**src/rtl/sram_like_arbiter.sv**
```systemverilog
// rtl/sram_like_arbiter.sv - two-to-one sram-like arbiter with in-order response routing (optional ARB_RR_EN)
module sram_like_arbiter #(
    parameter int MAX_OUTST = 4,
    parameter int OUTST_W   = $clog2(MAX_OUTST)
) (
    input  logic        clk,
    input  logic        resetn,
    input  logic        inst_req,
    input  logic        inst_wr,
    input  logic [1:0]  inst_size,
    input  logic [3:0]  inst_wstrb,
    input  logic [31:0] inst_addr,
    input  logic [31:0] inst_wdata,
    output logic        inst_addr_ok,
    output logic        inst_data_ok,
    output logic [31:0] inst_rdata,
    input  logic        data_req,
    input  logic        data_wr,
    input  logic [1:0]  data_size,
    input  logic [3:0]  data_wstrb,
    input  logic [31:0] data_addr,
    input  logic [31:0] data_wdata,
    output logic        data_addr_ok,
    output logic        data_data_ok,
    output logic [31:0] data_rdata,
    output logic        mem_req,
    output logic        mem_wr,
    output logic [1:0]  mem_size,
    output logic [3:0]  mem_wstrb,
    output logic [31:0] mem_addr,
    output logic [31:0] mem_wdata,
    input  logic        mem_addr_ok,
    input  logic        mem_data_ok,
    input  logic [31:0] mem_rdata
);
    localparam logic [1:0] LOCK_NONE = 2'd0;
    localparam logic [1:0] LOCK_INST = 2'd1;
    localparam logic [1:0] LOCK_DATA = 2'd2;
    localparam logic SRC_INST = 1'b0;
    localparam logic SRC_DATA = 1'b1;
    localparam logic [OUTST_W:0] FULL_CNT = (OUTST_W+1)'(MAX_OUTST);

    logic [1:0]           gnt_lock, gnt_lock_nxt;
    logic                 pick_inst, pick_data;
    logic                 gnt_inst, gnt_data, gnt_req;
    logic [MAX_OUTST-1:0] fifo_q;
    logic [OUTST_W-1:0]   wr_ptr, rd_ptr;
    logic [OUTST_W:0]     count;
    logic                 fifo_full, fifo_empty, push, pop, head_src;

    assign fifo_full  = (count == FULL_CNT);
    assign fifo_empty = (count == '0);
    assign push       = mem_req && mem_addr_ok;
    assign pop        = mem_data_ok && !fifo_empty;
    assign head_src   = fifo_q[rd_ptr];

`ifdef ARB_RR_EN
    logic last_src;

    always_ff @(posedge clk or negedge resetn) begin
        if (!resetn)
            last_src <= SRC_INST;
        else if (push)
            last_src <= gnt_data ? SRC_DATA : SRC_INST;
    end

    always_comb begin
        pick_data = data_req;
        pick_inst = inst_req && !data_req;
        if (inst_req && data_req) begin
            pick_data = (last_src == SRC_INST);
            pick_inst = !pick_data;
        end
    end
`else
    always_comb begin
        pick_data = data_req;
        pick_inst = inst_req && !data_req;
    end
`endif

    always_ff @(posedge clk or negedge resetn) begin
        if (!resetn)
            gnt_lock <= LOCK_NONE;
        else
            gnt_lock <= gnt_lock_nxt;
    end

    // A stalled address phase pins the grant so the payload stays stable until addr_ok.
    always_comb begin
        gnt_lock_nxt = gnt_lock;
        case (gnt_lock)
            LOCK_NONE: if (mem_req && !mem_addr_ok) gnt_lock_nxt = gnt_data ? LOCK_DATA : LOCK_INST;
            default:   if (push) gnt_lock_nxt = LOCK_NONE;
        endcase
    end

    // Grant is gated by resetn so outputs drop as soon as reset asserts.
    always_comb begin
        gnt_inst  = 1'b0;
        gnt_data  = 1'b0;
        mem_wr    = 1'b0;
        mem_size  = '0;
        mem_wstrb = '0;
        mem_addr  = '0;
        mem_wdata = '0;
        if (resetn) begin
            case (gnt_lock)
                LOCK_INST: gnt_inst = 1'b1;
                LOCK_DATA: gnt_data = 1'b1;
                default: begin
                    gnt_inst = pick_inst;
                    gnt_data = pick_data;
                end
            endcase
        end
        if (gnt_data) begin
            mem_wr    = data_wr;
            mem_size  = data_size;
            mem_wstrb = data_wstrb;
            mem_addr  = data_addr;
            mem_wdata = data_wdata;
        end else if (gnt_inst) begin
            mem_wr    = inst_wr;
            mem_size  = inst_size;
            mem_wstrb = inst_wstrb;
            mem_addr  = inst_addr;
            mem_wdata = inst_wdata;
        end
        gnt_req      = (gnt_inst && inst_req) || (gnt_data && data_req);
        mem_req      = gnt_req && !fifo_full;
        inst_addr_ok = gnt_inst && mem_req && mem_addr_ok;
        data_addr_ok = gnt_data && mem_req && mem_addr_ok;
        inst_data_ok = pop && (head_src == SRC_INST);
        data_data_ok = pop && (head_src == SRC_DATA);
        inst_rdata   = mem_rdata;
        data_rdata   = mem_rdata;
    end

    always_ff @(posedge clk or negedge resetn) begin
        if (!resetn) begin
            wr_ptr <= '0;
            rd_ptr <= '0;
            count  <= '0;
        end else begin
            if (push) wr_ptr <= wr_ptr + 1'b1;
            if (pop)  rd_ptr <= rd_ptr + 1'b1;
            case ({push, pop})
                2'b10:   count <= count + 1'b1;
                2'b01:   count <= count - 1'b1;
                default: count <= count;
            endcase
        end
    end

    always_ff @(posedge clk) begin
        if (push) fifo_q[wr_ptr] <= gnt_data ? SRC_DATA : SRC_INST;
    end

`ifndef SYNTHESIS
    always @(posedge clk) begin
        if (resetn && mem_data_ok && fifo_empty)
            $display("sram_like_arbiter: protocol error, mem_data_ok with nothing outstanding at %0t", $time);
    end
`endif
endmodule

```
**config.mk**
```make
export PLATFORM = sky130hd
export DESIGN_NAME = sram_like_arbiter
export DESIGN_NICKNAME = d
export VERILOG_FILES = /design/src/rtl/sram_like_arbiter.sv
export SDC_FILE = /design/constraint.sdc
export NUM_CORES = 1
export LEC_CHECK = 0
export CORE_AREA = 8 8 117 119
export DETAILED_ROUTE_END_ITERATION = 7
export DIE_AREA = 0 0 125 127
export DONT_BUFFER_PORTS = 1
export GPL_TIMING_DRIVEN = 1
export PLACE_DENSITY = 0.36
export SLEW_MARGIN = 10
export SYNTH_ARGS = -nofsm -noshare
export SYNTH_HDL_FRONTEND = slang
export SYNTH_SLANG_ARGS = --single-unit
```
**constraint.sdc**
```tcl
create_clock -name clk -period 4.2 [get_ports clk]
set_clock_uncertainty 0.15 [all_clocks]
set_input_delay 0 -clock clk [delete_from_list [all_inputs] [get_ports clk]]
set_output_delay 0 -clock clk [all_outputs]
set_load 0.02 [all_outputs]
```
**Word level (Yosys, flattened, before mapping)**

Cells that the tools add are included.

- Register bits: 13
- Bits of input ports: 180
- Output and inout port bits: 140

- Add/sub/neg operators: 4
- Order comparisons: 3
- Equal/unequal tests: 6
- Muxes and demuxes: 25
- Bitwise gates (word level): 1
- Reductions and logical operators: 24

Operators by type and width:

| kind | number |
|---|---|
| 32-bit 2-to-1 mux | 4 |
| 1-bit logical AND | 14 |
| 2-bit 2-to-1 mux | 6 |
| 4-bit 2-to-1 mux | 2 |
| 1-bit 2-to-1 mux | 7 |
| 2-bit by 3-bit < comparator with 1-bit output (second input constant) | 2 |
| 3-bit case mux with 2 select lines | 1 |
| 2-bit by 1-bit adder with 2-bit output (second input constant) | 2 |
| 4-bit bitwise mux | 1 |
| 2-bit by 1-bit == test with 1-bit output (second input constant) | 2 |
| 2-bit == test (second input constant) | 2 |
| 1-bit zero test | 4 |
| 1-bit case mux with 2 select lines | 2 |
| 2-bit nonzero test | 2 |
| 3-bit by 1-bit adder with 3-bit output (second input constant) | 1 |
| 3-bit == test (second input constant) | 1 |
| 3-bit zero test | 1 |
| 3-bit by 1-bit subtractor with 3-bit output (second input constant) | 1 |
| 1-bit binary-select mux with 2-bit select | 1 |
| 1-bit demux with 2-bit select | 1 |
| 2-bit by 1-bit >= comparator with 1-bit output (second input constant) | 1 |
| 2-bit zero test | 1 |
| 2-bit inequality test (second input constant) | 1 |
| 2-bit AND reduction | 1 |
| other kinds (2) | 2 |

**Longest topological paths before layout**

Gate-level depths: netlist of the first run.

- Depth after elaboration: 10
- Gate-level depth with buffers: 13

**Worst setup path before layout of the first run**

Ideal clock, no wire load.

- Path kind: register to register
- Start point: reg gnt_lock[0]
- End point: reg count[1]
- Library setup time: 0.083 ns
- Arrival: 2.375 ns
- Data required time: 3.967 ns
- Setup slack: 1.592 ns
- Cell stages (with the launch flop): 12
- Cells stage by stage: dfrtp_1 -> inv_1 -> ha_1 -> o21bai_1 -> a221oi_2 -> buf_6 -> and2_4 -> inv_2 -> ha_1 -> inv_1 -> fa_1 -> o21ai_0

- Word-level cells in the longest chain between the ends: 9

Ends and longest elaborated chain:

| item | line | text |
|---|---|---|
| from (decl) | 43 | `logic [1:0] gnt_lock, gnt_lock_nxt;` |
| from (signal assigned) | 86 | `gnt_lock <= gnt_lock_nxt;` |
| 2-bit == test or 2-bit by 1-bit == test with 1-bit output (tied branches) | 108 | `case (gnt_lock)` |
| 1-bit case mux with 2 select lines | 108 |  |
| 1-bit 2-to-1 mux | 107 | `if (resetn) begin` |
| 1-bit logical AND | 130 | `gnt_req = (gnt_inst && inst_req) \|\| (gnt_data && data_req);` |
| 1-bit logical OR * | 130 |  |
| 1-bit logical AND * | 131 | `mem_req = gnt_req && !fifo_full;` |
| via mem_req | 26 | `output logic mem_req,` |
| 1-bit logical AND * | 53 | `assign push = mem_req && mem_addr_ok;` |
| 2-bit by 1-bit == test with 1-bit output or 2-bit == test (tied branches) | 148 | `case ({push, pop})` |
| 3-bit case mux with 2 select lines or 2-bit nonzero test (tied branches) | n/a |  |
| to (signal assigned) | 149 | `2'b10: count <= count + 1'b1;` |
| to (signal assigned) | 150 | `2'b01: count <= count - 1'b1;` |
| to (signal assigned) | 151 | `default: count <= count;` |
| to (decl) | 48 | `logic [OUTST_W:0] count;` |

The timed path passes the listed nets; every way through them passes the cells marked *.
A chain may end at the register's enable or synchronous reset.

**Final worst setup path of the first run**

- Start point: reg gnt_lock[0]
- End point: reg count[2]

- Word-level cells in the longest chain between the ends: 9

Ends and longest elaborated chain:

| item | line |
|---|---|
| 2-bit == test or 2-bit by 1-bit == test with 1-bit output (tied branches) | 108 |
| 1-bit case mux with 2 select lines | 108 |
| 1-bit 2-to-1 mux | 107 |
| 1-bit logical AND | 130 |
| 1-bit logical OR * | 130 |
| 1-bit logical AND * | 131 |
| 1-bit logical AND * | 53 |
| 2-bit by 1-bit == test with 1-bit output or 2-bit == test (tied branches) | 148 |
| 3-bit case mux with 2 select lines or 2-bit nonzero test (tied branches) | n/a |

Mark *: on every way between the ends. The rest lies on a longest branch, timed or not.

==> results of run 1 <==
kinds of logic after synthesis:
kind of cell,count (synthesis),share of synthesized area [%]
xor gates and xnor gates,6,2.59
buffers and inverters,92,31.2
and+or+nand+nor,21,6.85
AOI/OAI and AO/OA,82,34.9
adders and majority gates,9,5.92
muxes,2,1.60
DFF,13,17.0
cells in the final DEF, fill, tap and decap left out, drive strengths merged, types with 3 or more instances in the layout:
| cell type | n |
|---|---|
| clkbuf | 3 |
| ha | 8 |
| dlygate4sd3 | 35 |
| dfrtp | 9 |
| a22o | 71 |
| edfxtp | 4 |
| o21ai | 3 |
| and3 | 7 |
| buf | 4 |
| inv | 11 |
| xnor2 | 4 |
| nor2 | 5 |
routing by layer:
layer	GRT usage [%]	wire length (um)
met2	21.3	5510
met1	11.7	3340
met4	1.72	38
met5	0	0
met3	4.91	1280
worst max-delay path, cell delays in order (launching register included):
cell,delay (ns)
dfrtp_1,0.38
inv_1,0.07
ha_1,0.36
o21bai_1,0.19
a221oi_2,0.23
buf_4,0.24
and2_4,0.18
inv_2,0.05
ha_1,0.21
inv_1,0.08
fa_1,0.17
xor2_1,0.15
nor2_1,0.06
xor2_1,0.13
through the flow:
| step | total power [W] | hold WS [ns] | cell area [um^2] | instances | setup slack (ns) |
|---|---|---|---|---|---|
| global placement | 0.00136 | -0.445 | 1660 | 295 | 1.47 |
| detailed placement | 0.00137 | -0.445 | 1660 | 295 | 1.40 |
| floorplan | 0.00127 | -0.446 | 2030 | 225 | 1.59 |
| global route | 0.00171 | 0.0287 | 2090 | 334 | 1.19 |
| CTS | 0.00164 | 0.0114 | 2090 | 334 | 1.37 |
| finish | 0.00161 | -0.00322 | 2090 | 334 | 1.40 |
flip-flops by register name (all words and copies together), names as in the netlist:
register	count
fifo_q	4
count	3
rd_ptr	2
gnt_lock	2
wr_ptr	2
repair_timing:
| item | in CTS | in global routing |
|---|---|---|
| resized for setup | 0 | 0 |
| hold buffers | 35 | 0 |
| hold endpoints to repair | 83 | 0 |
final cells by class:
cell class	instances	area (um^2)
inverter	11	41.3
sequential	13	345
clock inverter	1	5.00
tap	147	184
clock buffer	3	75.1
fill	1290	9720
timing repair buffer	39	380
multi-input combinational	120	1060
final timing paths:
kind / start / to / slack (ns) / cells past startpoint
max in group asynchronous: resetn / rd_ptr[0] / 3.58 / 1
hold reg to reg: rd_ptr[1] / rd_ptr[1] / 0.34 / 1
setup reg to reg: gnt_lock[0] / count[2] / 1.40 / 13
hold / removal: resetn / gnt_lock[0] / -0.003 / 1
setup / recovery: gnt_lock[0] / count[2] / 1.40 / 13
min in group clk: mem_addr_ok / data_addr_ok / 0.05 / 1
report_power, final:
part           total (W)  switching, W  internal [W]  leakage, nW
sequential      0.000230     0.0000444      0.000185        0.144
combinational    0.00120      0.000850      0.000352        0.666
clock           0.000181     0.0000546      0.000127       0.0409
total            0.00161      0.000949      0.000664        0.851
==> reports/qor.yml, run 1 <==
status:
  status: "complete, but fails checks"
  violations: "hold timing"
clocking:
  clk_pin_slew_worst_paths_ns: 0.05
  numCtsBuffers: 3
  cts_setup_buffers: 0
  htree_levels: 1
  tritoncts: "done"
  clock_path_buffers: 2
  clock_sinks: 13
  cts-root-buf: "clkbuf_16"
  clk_latency_ns: 0.24
timing:
  grt_setup_unrepaired: "no"
  tightest_slew_ns: 0.727
  hold_viol: 4
  maxSlewViolCount: 0
  max_clock_freq_ghz: 0.357
  relSlewSlack_pct: 51.5
  setup_tns_ns: 0
  hold_ws_ns: -0.00322
  post-route-period-util_pct: 66.8
  period_needed_ns: 2.80
  setup_violations: 0
synthesis:
  synth_cell_types: 36
  syn_area_per_cell_um2: 9.01
  synth_flop_cell: "dfrtp_1"
  synthTopCellsByCount: "72 x buf_4, 71 x a22o_1, 10 x inv_1"
  synth.largest_area_cell: "a22o_1"
  mappedNetlistArea_mm2: 0.00203
  synth_seq_cells: 13
  async_flop_share_pct: 69.2
  synth_enable_flop_cells: 4
  synth_most_common_cell: "buf_4"
  netlist.area_leader.share_pct: 30.7
  syn_inst: 225
  synth-warning-count: 0
  synthTopCellsByArea: "a22o_1 31%, buf_4 27%, dfrtp_1 11%"
  synth_nets: 414
  yosysSeqAreaShare_pct: 17.0
floorplan:
  die_area_mm2: 0.0159
  die_y_um: 127
  io_pins: 320
  core_mm2: 0.0118
  dieWidth_um: 125
  start_util_pct: 17.2
  fp-row-count: 40
drt:
  drc_errors: 0
  ant_nets: 0
  firstDrtPassIters: 4
  wirelength_um: 10200
  avgViaCountPerCell: 5.10
  vias: 1702
  drt_iter0_drc: 183
  wl_per_cell_um: 30.5
global_routing:
  grt.total_usage_pct: 11.4
  antenna_found_initial: 0
  grt_pass1_vias: 1857
  grt-ovfl-total: 0
  grt_start_max_net_pins: 72
  grt_first_pass_wirelength_um: 13600
critical_path:
  critPathKind: "flip-flop to flip-flop"
  cp-end-kind: "flip-flop"
  crit_fanout: 11
  cp_data_arrival_time_ns: 2.78
  required_ns: 4.17
  start_kind: "flip-flop"
cells_and_area:
  antennaDiodeCount: 0
  final_util_pct: 17.7
  nNetsFinal: 377
  area_growth_pct: 3.27
  drive_above_1_share_pct: 11.8
pwr:
  p_per_area_mw_per_mm2: 770
  leakagePower_nw: 0.851
  vdd_drop_max_v: 0.000281
hold_path:
  min_path_type: "input port to async pin"
placement:
  dp_hpwl_um: 8290
  portBuffers: 0
  gp_congestion: 0.710
flow_run:
  cap_violations: 0
No activity file was read; power rests on OpenSTA's default activity.
==> run 2: changes to the inputs <==
Clock period 4.2 ns to 2.7 ns, I/O delays scaled along.
==> run 2 against run 1 <==
Compared with the run above: the run still ends with hold timing left; total power rose by 60%; wire length fell by 0.29%; fmax rose by 14%; flip-flop and latch count did not move.
==> reports/qor.yml, run 2 (synthesis gave the netlist of run 1 again) <==
timing:
  max_clock_freq_ghz: 0.405  # +14%
  tightest_slew_ns: 0.467  # -0.260 ns
  maxSlewViolCount: 0  # unchanged
  relSlewSlack_pct: 68.7  # +17 points
  period_needed_ns: 2.47  # -0.335 ns
  setup_violations: 0  # unchanged
  hold_ws_ns: -0.00496  # -0.00173 ns
  grt_setup_unrepaired: "no"
  post-route-period-util_pct: 91.5  # +25 points
  setup_tns_ns: 0  # unchanged
  hold_viol: 9  # +5
clocking:
  clk_pin_slew_worst_paths_ns: 0.04  # about the same
  clock_path_buffers: 2  # unchanged
  clock_sinks: 13  # unchanged
  cts_setup_buffers: 0  # unchanged
  tritoncts: "done"
  numCtsBuffers: 3  # unchanged
  cts-root-buf: "clkbuf_16"
  htree_levels: 1  # unchanged
  clk_latency_ns: 0.24  # about the same
critical_path:
  cp-end-kind: "flip-flop"
  rr_worst_depth: 12  # -1
  worst_path_max_delay_cell: "dfrtp_1"
  max_stage_delay_ns: 0.39  # about the same
  critPathBufInv: 3  # -1
  path_depth: 12  # -1
  crit_fanout: 4  # -7
  critPathKind: "flip-flop to flip-flop"
  critPathTopFamily: "adder cells"
  start_kind: "flip-flop"
  required_ns: 2.71  # -1.46 ns
  crit_chain: "inv_2 -> ha_1 -> a22oi_2 -> a221oi_2 -> and2_4 -> inv_2 -> ha_1 -> inv_1 -> fa_1 -> xor2_1 -> nor2_1 -> xor2_1"
  cp_data_arrival_time_ns: 2.48  # -0.30 ns
pwr:
  leakagePower_nw: 0.866  # +1.7%
  clockPowerShare_pct: 10.7  # -0.5 points
  report.power.total_w: 0.00257  # +60%
  p_sw_share_pct: 57.5  # -1.4 points
  seqPwrFrac_pct: 14.1  # about the same
  net-switching-power_w: 0.00148  # +56%
  p_per_area_mw_per_mm2: 1200  # +55%
  combPwrFrac_pct: 75.2  # +0.7 points
  vdd_drop_max_v: 0.000382  # +36%
  internal_power_w: 0.00109  # +65%
floorplan:
  die_y_um: 127  # unchanged
  die_area_mm2: 0.0159  # unchanged
  start_util_pct: 17.2  # unchanged
  fp-row-count: 40  # unchanged
  core_mm2: 0.0118  # unchanged
  io_pins: 320  # unchanged
  dieWidth_um: 125  # unchanged
cells_and_area:
  largest_register_ffs: 4  # unchanged
  antennaDiodeCount: 0  # unchanged
  regMostFlops: "fifo_q"
  nNetsFinal: 379  # +0.53%
  drive_above_1_share_pct: 13.8  # +2.0 points
  top_regs: "fifo_q (4), count (3)"
  nFillCells: 1298  # +0.62%
  area_growth_pct: 6.05
  layout_common_cells: "71 x a22o_1, 35 x dlygate4sd3_1, 9 x inv_1, 9 x dfrtp_1, 7 x ha_1"
  stdcell_count: 336  # +0.60%
  mostFrequentLayoutCell: "a22o_1"
  final_util_pct: 18.2  # +0.48 points
hold_path:
  min_path_type: "input port to async pin"
drt:
  drc_errors: 0  # unchanged
  wl_per_cell_um: 30.2  # -0.89%
  drt_iter0_drc: 165  # -9.8%
  ant_nets: 0  # unchanged
  vias: 1700  # -0.12%
  avgViaCountPerCell: 5.06  # -0.71%
  wirelength_um: 10100  # -0.29%
  firstDrtPassIters: 5  # +1
status:
  status: "complete, but fails checks"
  violations: "hold timing"
global_routing:
  grt_pass1_vias: 1806  # -2.7%
  grt-ovfl-total: 0  # unchanged
  grt_start_max_net_pins: 72  # unchanged
  grt_first_pass_wirelength_um: 13500  # -0.91%
  grt.total_usage_pct: 11.2  # -0.15 points
  antenna_found_initial: 0  # unchanged
placement:
  place.detailed.instances: 297  # +0.68%
  portBuffers: 0  # unchanged
  dp_hpwl_um: 8260  # -0.36%
  gp_congestion: 0.709  # -0.15%
flow_run:
  cap_violations: 0  # unchanged
## run 2: through the flow
stage          cell area, um^2  setup WS, ns
6_report                  2150         0.230
5_1_grt                   2150       0.00709
4_1_cts                   2130        0.0889
3_5_place_dp              1700         0.103
3_3_place_gp              1700         0.157
2_1_floorplan             2030        0.0922
## run 2: final cells by class
cell class | count | area, um^2 | area share [%]
repair buffers | 41 | 420 | 19.5
flip-flops and latches | 13 | 345 | 16.1
clock buffers | 4 | 78.8 | 3.66
well taps | 147 | 184 | 8.55
inverters | 11 | 41.3 | 1.92
multi-input cells | 120 | 1080 | 50.3
## run 2: repair_timing
item,4_1_cts,5_1_grt
resized for setup,0,3
hold buffers,35,0
endpoints found under the setup margin,0,2
endpoints found under the hold margin,82,0
## run 2: worst paths after layout
check                            start            to  slack (ns)
setup reg to reg           gnt_lock[0]      count[2]        0.23
setup / recovery           gnt_lock[0]      count[2]        0.23
hold reg to reg              rd_ptr[1]     rd_ptr[1]        0.34
max in group asynchronous       resetn     rd_ptr[1]        2.10
hold / removal                  resetn     wr_ptr[1]      -0.005
min in group clk           mem_addr_ok  data_addr_ok        0.05
## run 2: routing by layer
metal	share of wire [%]	up-vias	wire length (um)	global-route usage (%)
li1	-	701	-	-
met1	32	801	3220	11.0
met2	54	194	5500	21.3
met3	14	4	1380	5.74
met4	0.37	0	38	1.29
met5	0	-	0	0
## run 2: power by group through the flow
stage                     Combinational (W)  Sequential (W)  Clock (W)
after floorplan                     0.00163        0.000345          0
after global placement              0.00180        0.000361          0
after detailed placement            0.00181        0.000366          0
after CTS                           0.00194        0.000362   0.000286
after global routing                0.00207        0.000372   0.000298
final                               0.00193        0.000362   0.000276
==> run 3: changes to the inputs <==
Settings changed: CORE_AREA 8 8 117 119 to 2 2 125 127, DIE_AREA 0 0 125 127 to 0 0 127 129, PLACE_DENSITY 0.36 to 0.32.
==> run 3 against run 2 <==
Compared with the run above: critical path depth did not move; largest cell class unchanged; die area grew 3.2%; worst hold slack better by 0.0075 ns; sequential power is essentially flat; setup slack worse by 0.037 ns; global-route usage fell by 2.5 points; core utilization down 3.6 points; cell count increased by 13%; the flow now finishes without violations; flip-flop and latch count did not move; clock-buffer cell count is the same; clock power about the same.
==> reports/qor.yml, run 3 (synthesis gave the netlist of run 1 again) <==
critical_path:
  required_ns: 2.67  # -0.04 ns
  critPathKind: "flip-flop to flip-flop"
  start_kind: "flip-flop"
  cp_data_arrival_time_ns: 2.48  # about the same
  cp-end-kind: "flip-flop"
  crit_fanout: 4  # unchanged
cells_and_area:
  regMostFlops: "fifo_q"
  area_growth_pct: 8.20
  nNetsFinal: 380  # +0.26%
  nFillCells: 1694  # +31%
  top_regs: "fifo_q (4), count (3)"
  largest_register_ffs: 4  # unchanged
  mostFrequentLayoutCell: "a22o_1"
  layout_common_cells: "71 x a22o_1, 35 x dlygate4sd3_1, 10 x inv_1"
  drive_above_1_share_pct: 12.6  # -1.1 points
drt:
  drt_iter0_drc: 101  # -39%
  avgViaCountPerCell: 4.38  # -13%
  ant_nets: 0  # unchanged
  firstDrtPassIters: 4  # -1
  vias: 1659  # -2.4%
  wirelength_um: 8430  # -17%
  wl_per_cell_um: 22.3  # -26%
  drc_errors: 0  # unchanged
timing:
  relSlewSlack_pct: 68.8  # +0.079 points
  tightest_slew_ns: 0.466  # -0.00119 ns
  setup_tns_ns: 0  # unchanged
  maxSlewViolCount: 0  # unchanged
  hold_viol: 0  # -9
  max_clock_freq_ghz: 0.399  # -1.5%
  grt_setup_unrepaired: "no"
  period_needed_ns: 2.51  # +0.0372 ns
  post-route-period-util_pct: 92.9  # +1.4 points
  setup_violations: 0  # unchanged
global_routing:
  grt_start_max_net_pins: 49  # -32%
  grt.total_usage_pct: 8.78  # -2.5 points
  antenna_found_initial: 3  # +3
  grt_pass1_vias: 1460  # -19%
  grt-ovfl-total: 0  # unchanged
  grt_first_pass_wirelength_um: 10400  # -23%
floorplan:
  core_mm2: 0.0150  # +27%
  io_pins: 320  # unchanged
  start_util_pct: 13.5  # -3.6 points
  die_y_um: 129  # +1.6%
  dieWidth_um: 127  # +1.6%
  die_area_mm2: 0.0164  # +3.2%
  fp-row-count: 45  # +13%
pwr:
  report.power.total_w: 0.00251  # -2.3%
  leakagePower_nw: 0.871  # +0.58%
  vdd_drop_max_v: 0.000290  # -24%
  p_per_area_mw_per_mm2: 1140  # -4.3%
clocking:
  clk_latency_ns: 0.24  # about the same
  clk_pin_slew_worst_paths_ns: 0.05  # about the same
  tritoncts: "done"
  numCtsBuffers: 3  # unchanged
  htree_levels: 1  # unchanged
  clock_path_buffers: 2  # unchanged
  clock_sinks: 13  # unchanged
  cts-root-buf: "clkbuf_16"
hold_path:
  min_path_type: "input port to async pin"
placement:
  dp_hpwl_um: 7170  # -13%
  portBuffers: 0  # unchanged
  gp_congestion: 0.675  # -4.7%
flow_run:
  cap_violations: 0  # unchanged
status:
  status: "finished clean"
==> run 3: layout make-up <==
class | instances | area, um^2 | share of cell area, %
Multi-Input combinational cell | 120 | 1060 | 48.5
Timing Repair Buffer | 42 | 428 | 19.5
Sequential cell | 13 | 345 | 15.7
Tap cell | 188 | 235 | 10.7
Clock buffer | 4 | 78.8 | 3.59
Inverter | 11 | 41.3 | 1.88
Antenna cell | 1 | 2.50 | 0.114
==> run 3: critical path, stage by stage, from the launching register on <==
cell and delay (ns):
dfrtp_1 0.38, inv_1 0.08, ha_1 0.30, o21bai_1 0.17, a221oi_2 0.27, and2_4 0.20
inv_2 0.04, ha_1 0.21, inv_1 0.07, fa_1 0.17, xor2_1 0.15, nor2_1 0.06
xor2_1 0.13
==> run 3: per-layer routing <==
layer  vias to the layer above  GRT usage [%]  wire length, um
li1                        703              -                -
met1                       787           11.1             3090
met2                       149           13.2             4020
met3                        16           4.74             1130
met4                         4           1.94              167
met5                         -              0               30
==> run 3: repair_timing <==
| item | CTS | global route |
|---|---|---|
| gates resized for setup | 0 | 1 |
| buffers inserted | 0 | 0 |
| setup endpoints to repair | 0 | 1 |
| hold buffers | 35 | 0 |
| hold endpoints to repair | 82 | 0 |
==> run 3: power breakdown <==
part	switching (W)	internal [W]	leakage, nW
Sequential	0.0000735	0.000288	0.144
Clock	0.0000794	0.000199	0.0382
Combinational	0.00128	0.000596	0.688
==> run 3: metrics by stage <==
step / setup slack [ns] / instance area (um^2) / util, % / hold slack, ns / cells
global placement: 0.237 / 1760 / 11.8 / -0.445 / 339
detailed placement: 0.185 / 1760 / 11.8 / -0.445 / 339
finish: 0.193 / 2190 / 14.7 / 0.00258 / 379
CTS: 0.133 / 2190 / 14.6 / 0.0236 / 378
floorplan: 0.0922 / 2030 / - / -0.446 / 225
global route: 0.0122 / 2190 / 14.6 / 0.0521 / 378
==> run 3: path summary, 6_finish.rpt <==
path                        startpoint      endpoint  slack (ns)  cells after the start
setup / recovery           gnt_lock[0]      count[2]        0.19                     12
hold / removal                  resetn   gnt_lock[0]       0.003                      1
setup reg to reg           gnt_lock[0]      count[2]        0.19                     12
hold reg to reg              rd_ptr[1]     rd_ptr[1]        0.33                      1
max in group asynchronous       resetn     rd_ptr[1]        2.08                      1
min in group clk           mem_addr_ok  data_addr_ok        0.05                      1
